### src/rtl/pe_op_sequencer.sv
// Control sequencer for one GF(3^M) processing element operation.
// Accepts one command per valid/ready handshake, then walks the PE through
// clear -> load -> run and pulses done when the PE output is valid.
// Every output is a register; nothing combinational reaches the ports.
module pe_op_sequencer #(
  parameter int unsigned MULT_CYCLES = 198,
  parameter int unsigned CNT_W       = 8,
  parameter logic [10:0] CTRL_LOAD   = 11'b11111_000000,
  parameter logic [10:0] CTRL_MULT   = 11'b00000_111111,
  parameter logic [10:0] CTRL_CUBE   = 11'b00000_000001,
  parameter logic [10:0] CTRL_ADDSUB = 11'b00000_010001
) (
  input  logic        clk,
  input  logic        reset_n,
  input  logic        op_valid,
  output logic        op_ready,
  input  logic [1:0]  op,
  output logic        pe_reset,
  output logic [10:0] pe_ctrl,
  output logic        d0_ovr,
  output logic [5:0]  d0_mode,
  output logic        busy,
  output logic        done
);

  typedef enum logic [2:0] {
    StIdle,
    StClr,
    StLoad,
    StRun,
    StDone
  } state_t;

  state_t           state;
  logic [1:0]       op_q;
  logic [CNT_W-1:0] count;

  // d0 mode field forced into the PE operand for each op
  function automatic logic [5:0] mode_of(input logic [1:0] o);
    case (o)
      2'd1:    return 6'b010101;
      2'd2:    return 6'b000101;
      2'd3:    return 6'b001001;
      default: return 6'b000000;
    endcase
  endfunction

  // PE control word held during the run phase
  function automatic logic [10:0] run_word_of(input logic [1:0] o);
    case (o)
      2'd0:    return CTRL_MULT;
      2'd1:    return CTRL_CUBE;
      default: return CTRL_ADDSUB;
    endcase
  endfunction

  // Sequencer FSM; each branch assigns the outputs for the state being entered
  always_ff @(posedge clk or negedge reset_n) begin
    if (!reset_n) begin
      state    <= StIdle;
      op_q     <= 2'd0;
      count    <= '0;
      op_ready <= 1'b1;
      pe_reset <= 1'b1;
      pe_ctrl  <= 11'd0;
      d0_ovr   <= 1'b0;
      d0_mode  <= 6'd0;
      busy     <= 1'b0;
      done     <= 1'b0;
    end else begin
      done <= 1'b0;
      case (state)
        // The done cycle already reports ready, so a held command is taken
        // on the edge that ends it and back-to-back ops lose no cycle.
        StIdle, StDone: begin
          if (op_valid) begin
            state    <= StClr;
            op_q     <= op;
            d0_mode  <= mode_of(op);
            d0_ovr   <= (op != 2'd0);
            op_ready <= 1'b0;
            busy     <= 1'b1;
            pe_reset <= 1'b1;
            pe_ctrl  <= 11'd0;
          end else begin
            state    <= StIdle;
            op_ready <= 1'b1;
            busy     <= 1'b0;
            pe_reset <= 1'b0;
            pe_ctrl  <= 11'd0;
            d0_ovr   <= 1'b0;
          end
        end
        StClr: begin
          state    <= StLoad;
          pe_reset <= 1'b0;
          pe_ctrl  <= CTRL_LOAD;
        end
        StLoad: begin
          state   <= StRun;
          pe_ctrl <= run_word_of(op_q);
          // Run lasts count+1 cycles; only mult needs more than one
          count   <= (op_q == 2'd0) ? CNT_W'(MULT_CYCLES - 1) : '0;
        end
        StRun: begin
          if (count == '0) begin
            state    <= StDone;
            done     <= 1'b1;
            pe_ctrl  <= 11'd0;
            op_ready <= 1'b1;
          end else begin
            count <= count - CNT_W'(1);
          end
        end
        default: begin
          state    <= StIdle;
          op_ready <= 1'b1;
          busy     <= 1'b0;
          pe_reset <= 1'b0;
          pe_ctrl  <= 11'd0;
          d0_ovr   <= 1'b0;
        end
      endcase
    end
  end

endmodule

### config.mk
export PLATFORM = sky130hd
export DESIGN_NAME = pe_op_sequencer
export DESIGN_NICKNAME = d
export VERILOG_FILES = /design/src/rtl/pe_op_sequencer.sv
export SDC_FILE = /design/constraint.sdc
export NUM_CORES = 1
export LEC_CHECK = 0
export ABC_AREA = 1
export CORE_ASPECT_RATIO = 1.2
export CORE_MARGIN = 8
export CORE_UTILIZATION = 55
export CTS_CLUSTER_SIZE = 14
export DETAILED_ROUTE_END_ITERATION = 16
export DONT_BUFFER_PORTS = 1
export GPL_ROUTABILITY_DRIVEN = 0
export PLACE_DENSITY = 0.78
export SLEW_MARGIN = 25
export SYNTH_ARGS = -nofsm -noshare
export SYNTH_HDL_FRONTEND = slang
export SYNTH_SLANG_ARGS = --single-unit
### constraint.sdc
create_clock -name clk -period 1.8 [get_ports clk]
set_input_delay 0.45 -clock clk [delete_from_list [all_inputs] [get_ports clk]]
set_output_delay 0.45 -clock clk [all_outputs]
set_load 0.01 [all_outputs]
==> flow_summary.yaml, run 1 <==
outcome:
  status: "complete, no violations"
timing:
  tightest_slew_ns: 0.524
  finalWorstSetupSlack_ns: 0.274
  fin_skew_ns: 0.00102
  hold_viol: 0
  min_period_ns: 1.53
  slew_headroom: 0.651
  finalSetupTns_ns: 0
  fmax_mhz: 655
  finalCritPeriodShare: 0.848
  setup-violations-final: 0
  rsz0062_at_grt: "false"
  drv_slew: 0
clock_tree:
  clock-root-buffer: "clkbuf_4"
  clk_pin_slew_ns: 0.13
  cts-htree-levels: 1
  clock_latency_ns: 0.31
  numCtsBuffers: 3
  cts.sinks: 26
  cts_resized: 0
  cts_tree: "done"
  clock_path_buffers: 2
detailed_routing:
  vias_per_cell: 5.12
  drtPass1Iterations: 4
  wl_per_cell_um: 13.3
  drc_errors: 0
  drt_iter0_drc: 37
  ant_nets: 0
  routed_wl_um: 2590
  vias: 999
die:
  io_pins: 27
  initial_core_util: 0.563
  die_w_um: 62.0
  core_area_um2: 2480
  row_count: 20
  die-area_um2: 4410
  die_y_um: 71.2
setup_path:
  r2r-end: "count[7]$_DFFE_PN0P_"
  arrival_ns: 1.75
  r2r_cells: 9
  crit_chain: "inv_1 -> ha_1 -> nand3_1 -> inv_2 -> nand3_4 -> nand2_2 -> nand2_1 -> nand2_1 -> nand2_1"
  critPathMaxStageDelay_ns: 0.44
  cpMostUsedCell: "nand2_1"
  cpMaxStageDelayCell: "dfrtp_1"
  r2r-start: "count[0]$_DFFE_PN0P_"
  critPathMaxFanout: 7
  critPathRequiredTime_ns: 2.02
  r2r_slack_ns: 0.27
  criticalPathCategory: "flop to flop"
  endpoint_kind: "flop"
  start_kind: "flop"
pwr:
  powerDensity_nw_per_um2: 632
  swShare: 0.201
  p_int_uw: 716
  pwr-share-comb: 0.028
  clockPowerShare: 0.320
  peakVddDrop_mv: 0.492
  switchingPower_uw: 180
  seq_power_share: 0.652
  cellLeakagePower_uw: 0.000751
yosys:
  yosysUniqueCellTypes: 25
  ys_warn_count: 0
  netlist_top_cells_count: "46 x nand2_1, 24 x dfrtp_1, 20 x nand3_1"
  async_reset_ff_frac: 1.00
  synth_cells: 166
  synth_seq_cells: 26
  netlist_top_cells_area: "dfrtp_1 43%, nand2_1 12%, nand3_1 7.2%"
  synth_area_um2: 1400
  synth_area_per_cell_um2: 8.40
  synthDominantCellAreaShare: 0.430
  synth_top_cell_by_area: "dfrtp_1"
  yosysMostFrequentCell: "nand2_1"
  synth_edf_count: 0
  yosysSeqAreaShare: 0.468
  yosys_most_used_dff: "dfrtp_1"
global_routing:
  met1_usage: 0.153
  grt.busiest_layer: "met2"
  use_met2: 0.232
  antenna_found_initial: 0
  overflow: 0
  grt_max_degree: 27
  grt_pass1_vias: 1065
  use_met3: 0.0508
  grt_usage: 0.138
  grt_pass1_wl_um: 4640
worst_hold_path:
  holdPathEnd: "op_q[0]$_DFFE_PN0P_"
  holdPathStages: 2
  worstHoldStart: "op[0]"
  hp-class: "input port to flop"
placed_design:
  hpwl_um: 1980
  dp_slack_ns: 0.311
  portBuffers: 0
  dp_cells: 189
final_layout:
  fillers: 228
  drive_above_1_share: 0.130
  area_growth_pct: 1.70
  final_nets: 173
  diodes: 0
  stdcell_count: 195
flow_run:
  drv_cap: 0
-- cell usage in the layout, fill, tap and decap left out, drive strengths merged --
cell,instances
nand2,49
dfrtp,24
nand3,21
nor2,20
inv,16
o21ai,8
ha,5
clkbuf,4
mux2,3
conb,2
dfstp,2
buf,2
or2,1
clkinv,1
nor3,1
xor2,1
nor3b,1
dlygate4sd3,1
-- metal layers --
metal  vias to the layer above  part of all wire
met5                         -                 0
met4                         0             0.012
met3                         4             0.064
met2                        17              0.54
met1                       480              0.39
li1                        498                 -
-- metrics by stage --
| stage | area, um^2 | total power, uW | util | hold slack (ns) |
|---|---|---|---|---|
| after global routing | 1420 | 940 | 0.573 | 0.373 |
| after CTS | 1420 | 914 | 0.573 | 0.366 |
| after global placement | 1350 | 603 | 0.546 | 0.155 |
| after detailed placement | 1350 | 604 | 0.546 | 0.155 |
| final | 1420 | 896 | 0.573 | 0.363 |
| after floorplan | 1400 | 605 | - | 0.154 |
-- sequential cells by signal, indices dropped and copies added (netlist names) --
name      count
d0_mode       4
d0_ovr        1
op_q          2
op_ready      1
busy          1
done          1
pe_reset      1
count         8
pe_ctrl       4
state         3
-- worst max-delay path, delay by kind of cell, from the launching register on --
| kind | cells | cell delay (ns) |
|---|---|---|
| and+or+nand+nor | 6 | 0.62 |
| DFF | 1 | 0.44 |
| adders and majority gates | 1 | 0.19 |
| buffers and inverters | 2 | 0.18 |
-- layout make-up --
type                            count  area [um^2]  share of cell area
Clock buffer                        4         36.3              0.0256
Tap cell                           33         41.3              0.0291
Inverter                           17         65.1              0.0459
Timing Repair Buffer                3         37.5              0.0265
Multi-Input combinational cell    112          586               0.413
Sequential cell                    26          653               0.460
-- cell families (layout without fill, tap and decap cells) --
family,count (synthesis),in the layout,share of synthesized area
mux,3,3,0.0242
other cells,1,2,0.00269
fa+ha+maj,5,5,0.0448
xor+xnor,1,1,0.00628
simple gates,93,93,0.308
compound gates,8,8,0.0314
flops,26,26,0.468
buf+inv,29,24,0.115
-- worst max path at each step --
stage                         startpoint                    to  depth (start not counted)
floorplan           count[0]$_DFFE_PN0P_  count[6]$_DFFE_PN0P_                          9
global placement    count[0]$_DFFE_PN0P_  count[7]$_DFFE_PN0P_                          9
detailed placement  count[0]$_DFFE_PN0P_  count[7]$_DFFE_PN0P_                          9
CTS                 count[0]$_DFFE_PN0P_  count[7]$_DFFE_PN0P_                          9
global route        count[0]$_DFFE_PN0P_  count[2]$_DFFE_PN0P_                          9
finish              count[0]$_DFFE_PN0P_  count[7]$_DFFE_PN0P_                          9
-- power groups by stage --
stage	sequential (uW)	clock, uW	combinational [uW]
final	584	287	25.4
after detailed placement	595	0	8.16
after CTS	584	302	27.0
after global placement	595	0	7.35
after global routing	585	325	31.0
after floorplan	595	0	9.43
-- repair_timing --
item,in CTS,in global routing
setup endpoints to repair,0,0
buffers inserted,0,0
endpoints found under the hold margin,26,0
hold buffers,2,0
No activity file was read; power rests on OpenSTA's default activity.
==> run 2, diff against run 1 <==
PLACE_DENSITY = 0.81   (was 0.78)
clock period = 1.3 ns   (was 1.8 ns; I/O delays follow)
==> run 2 against run 1 <==
The flow now finishes with violations (setup timing); combinational power rose by 43%; design area rose by 20%; die area did not move.
==> flow_summary.yaml, run 2 (same netlist as run 1, synthesis figures left out) <==
worst_hold_path:
  hp-class: "input port to flop"
final_layout:
  largest_reg_flops: 8
  layout_commonest_cell: "nand2_1"
  reg_top3: "count x8, d0_mode x4, pe_ctrl x4"
  layout_common_cells: "43 x nand2_1, 21 x dfrtp_1, 18 x buf_4"
  drive_above_1_share: 0.335
  area_growth_pct: 22.2
  final_nets: 193
  final_util: 0.688
  largest_register: "count"
  diodes: 0
die:
  initial_core_util: 0.563
  die-area_um2: 4410
  core_area_um2: 2480
  io_pins: 27
  die_y_um: 71.2
  die_w_um: 62.0
  row_count: 20
clock_tree:
  cts-htree-levels: 1
  cts.sinks: 26
  clock_latency_ns: 0.35
  clock-root-buffer: "clkbuf_4"
  numCtsBuffers: 3
  clock_path_buffers: 2
  clk_pin_slew_ns: 0.15
  cts_tree: "done"
timing:
  fin_skew_ns: 0.0200
  hold_viol: 0
  finalWorstSetupSlack_ns: -0.123
  rsz0062_at_grt: "true"
  finalCritPeriodShare: 1.09
  drv_slew: 0
  min_period_ns: 1.42
  fmax_mhz: 703
  worst_hold_slack_ns: 0.177
  setup-violations-final: 15
global_routing:
  overflow: 0
  antenna_found_initial: 0
  grt_max_degree: 27
  grt_usage: 0.156
  grt_pass1_vias: 1213
  grt_pass1_wl_um: 5180
placed_design:
  dp_slack_ns: -0.0964
  portBuffers: 0
  hpwl_um: 2120
detailed_routing:
  vias_per_cell: 5.68
  ant_nets: 0
  drtPass1Iterations: 4
  vias: 1222
  routed_wl_um: 3680
  wl_per_cell_um: 17.1
  drt_iter0_drc: 86
  drc_errors: 0
setup_path:
  critPathRequiredTime_ns: 1.55
  arrival_ns: 1.68
  endpoint_kind: "flop"
  start_kind: "flop"
  critPathMaxFanout: 7
  criticalPathCategory: "flop to flop"
  r2r_slack_ns: -0.12
outcome:
  status: "finished, violations left"
  violations: "setup timing"
pwr:
  peakVddDrop_mv: 0.784
  cellLeakagePower_uw: 0.000851
  p_total_uw: 1220
  powerDensity_nw_per_um2: 717
flow_run:
  drv_cap: 0
==> run 2: metrics by stage <==
stage / TNS (ns) / std cells / cell area [um^2]
after floorplan: -0.00943 / 167 / 1400
after global placement: -0.0887 / 201 / 1460
after detailed placement: -0.679 / 201 / 1460
after CTS: -0.976 / 208 / 1540
after global routing: -1.82 / 215 / 1700
final: -1.06 / 215 / 1700
==> run 2: path summary, 6_finish.rpt <==
check	to	startpoint	depth (start not counted)
worst min-delay path	op_q[0]$_DFFE_PN0P_	op[0]	2
worst max-delay path	count[6]$_DFFE_PN0P_	count[0]$_DFFE_PN0P_	9
worst max register to register	count[6]$_DFFE_PN0P_	count[0]$_DFFE_PN0P_	9
min in group asynchronous	count[4]$_DFFE_PN0P_	reset_n	2
worst min register to register	op_ready$_DFFE_PN1P_	op_ready$_DFFE_PN1P_	2
max in group asynchronous	pe_reset$_DFFE_PN1N_	reset_n	2
==> run 2: cell type report <==
cell class                      count  area [um^2]
Fill cell                         166          773
Multi-Input combinational cell    112          682
Sequential cell                    26          657
Timing Repair Buffer               23          230
Inverter                           17         67.6
Tap cell                           33         41.3
Clock buffer                        4         26.3
==> run 2: what timing repair did <==
action                     4_1_cts  5_1_grt
gates resized for setup          5       23
cloned                           0        1
setup buffers                    1        6
setup endpoints to repair       19       30
pin swaps                        2       14
hold endpoints to repair        26        0
hold buffers                     2        0
==> run 2: critical path: stages, from the launching register on <==
cell and delay, ns:
dfrtp_1 0.43, inv_2 0.09, ha_4 0.16, nand3_4 0.10, inv_4 0.08, nand3_4 0.08, nand2_4 0.12, nand2_4 0.09
nand2_1 0.10, nand2_1 0.07
==> run 2: power by group <==
group / leakage (uW) / switching (uW) / internal, uW
Combinational: 0.000540 / 25.1 / 11.3
Sequential: 0.000296 / 0 / 809
Clock: 0.0000150 / 255 / 121
Total: 0.000851 / 280 / 941
==> run 2: metal layers <==
layer	vias up	share of wire	global-route usage
met2	64	0.52	0.265
met4	0	0.043	0.102
met5	-	0	0
li1	541	-	-
met3	18	0.079	0.0454
met1	599	0.36	0.154
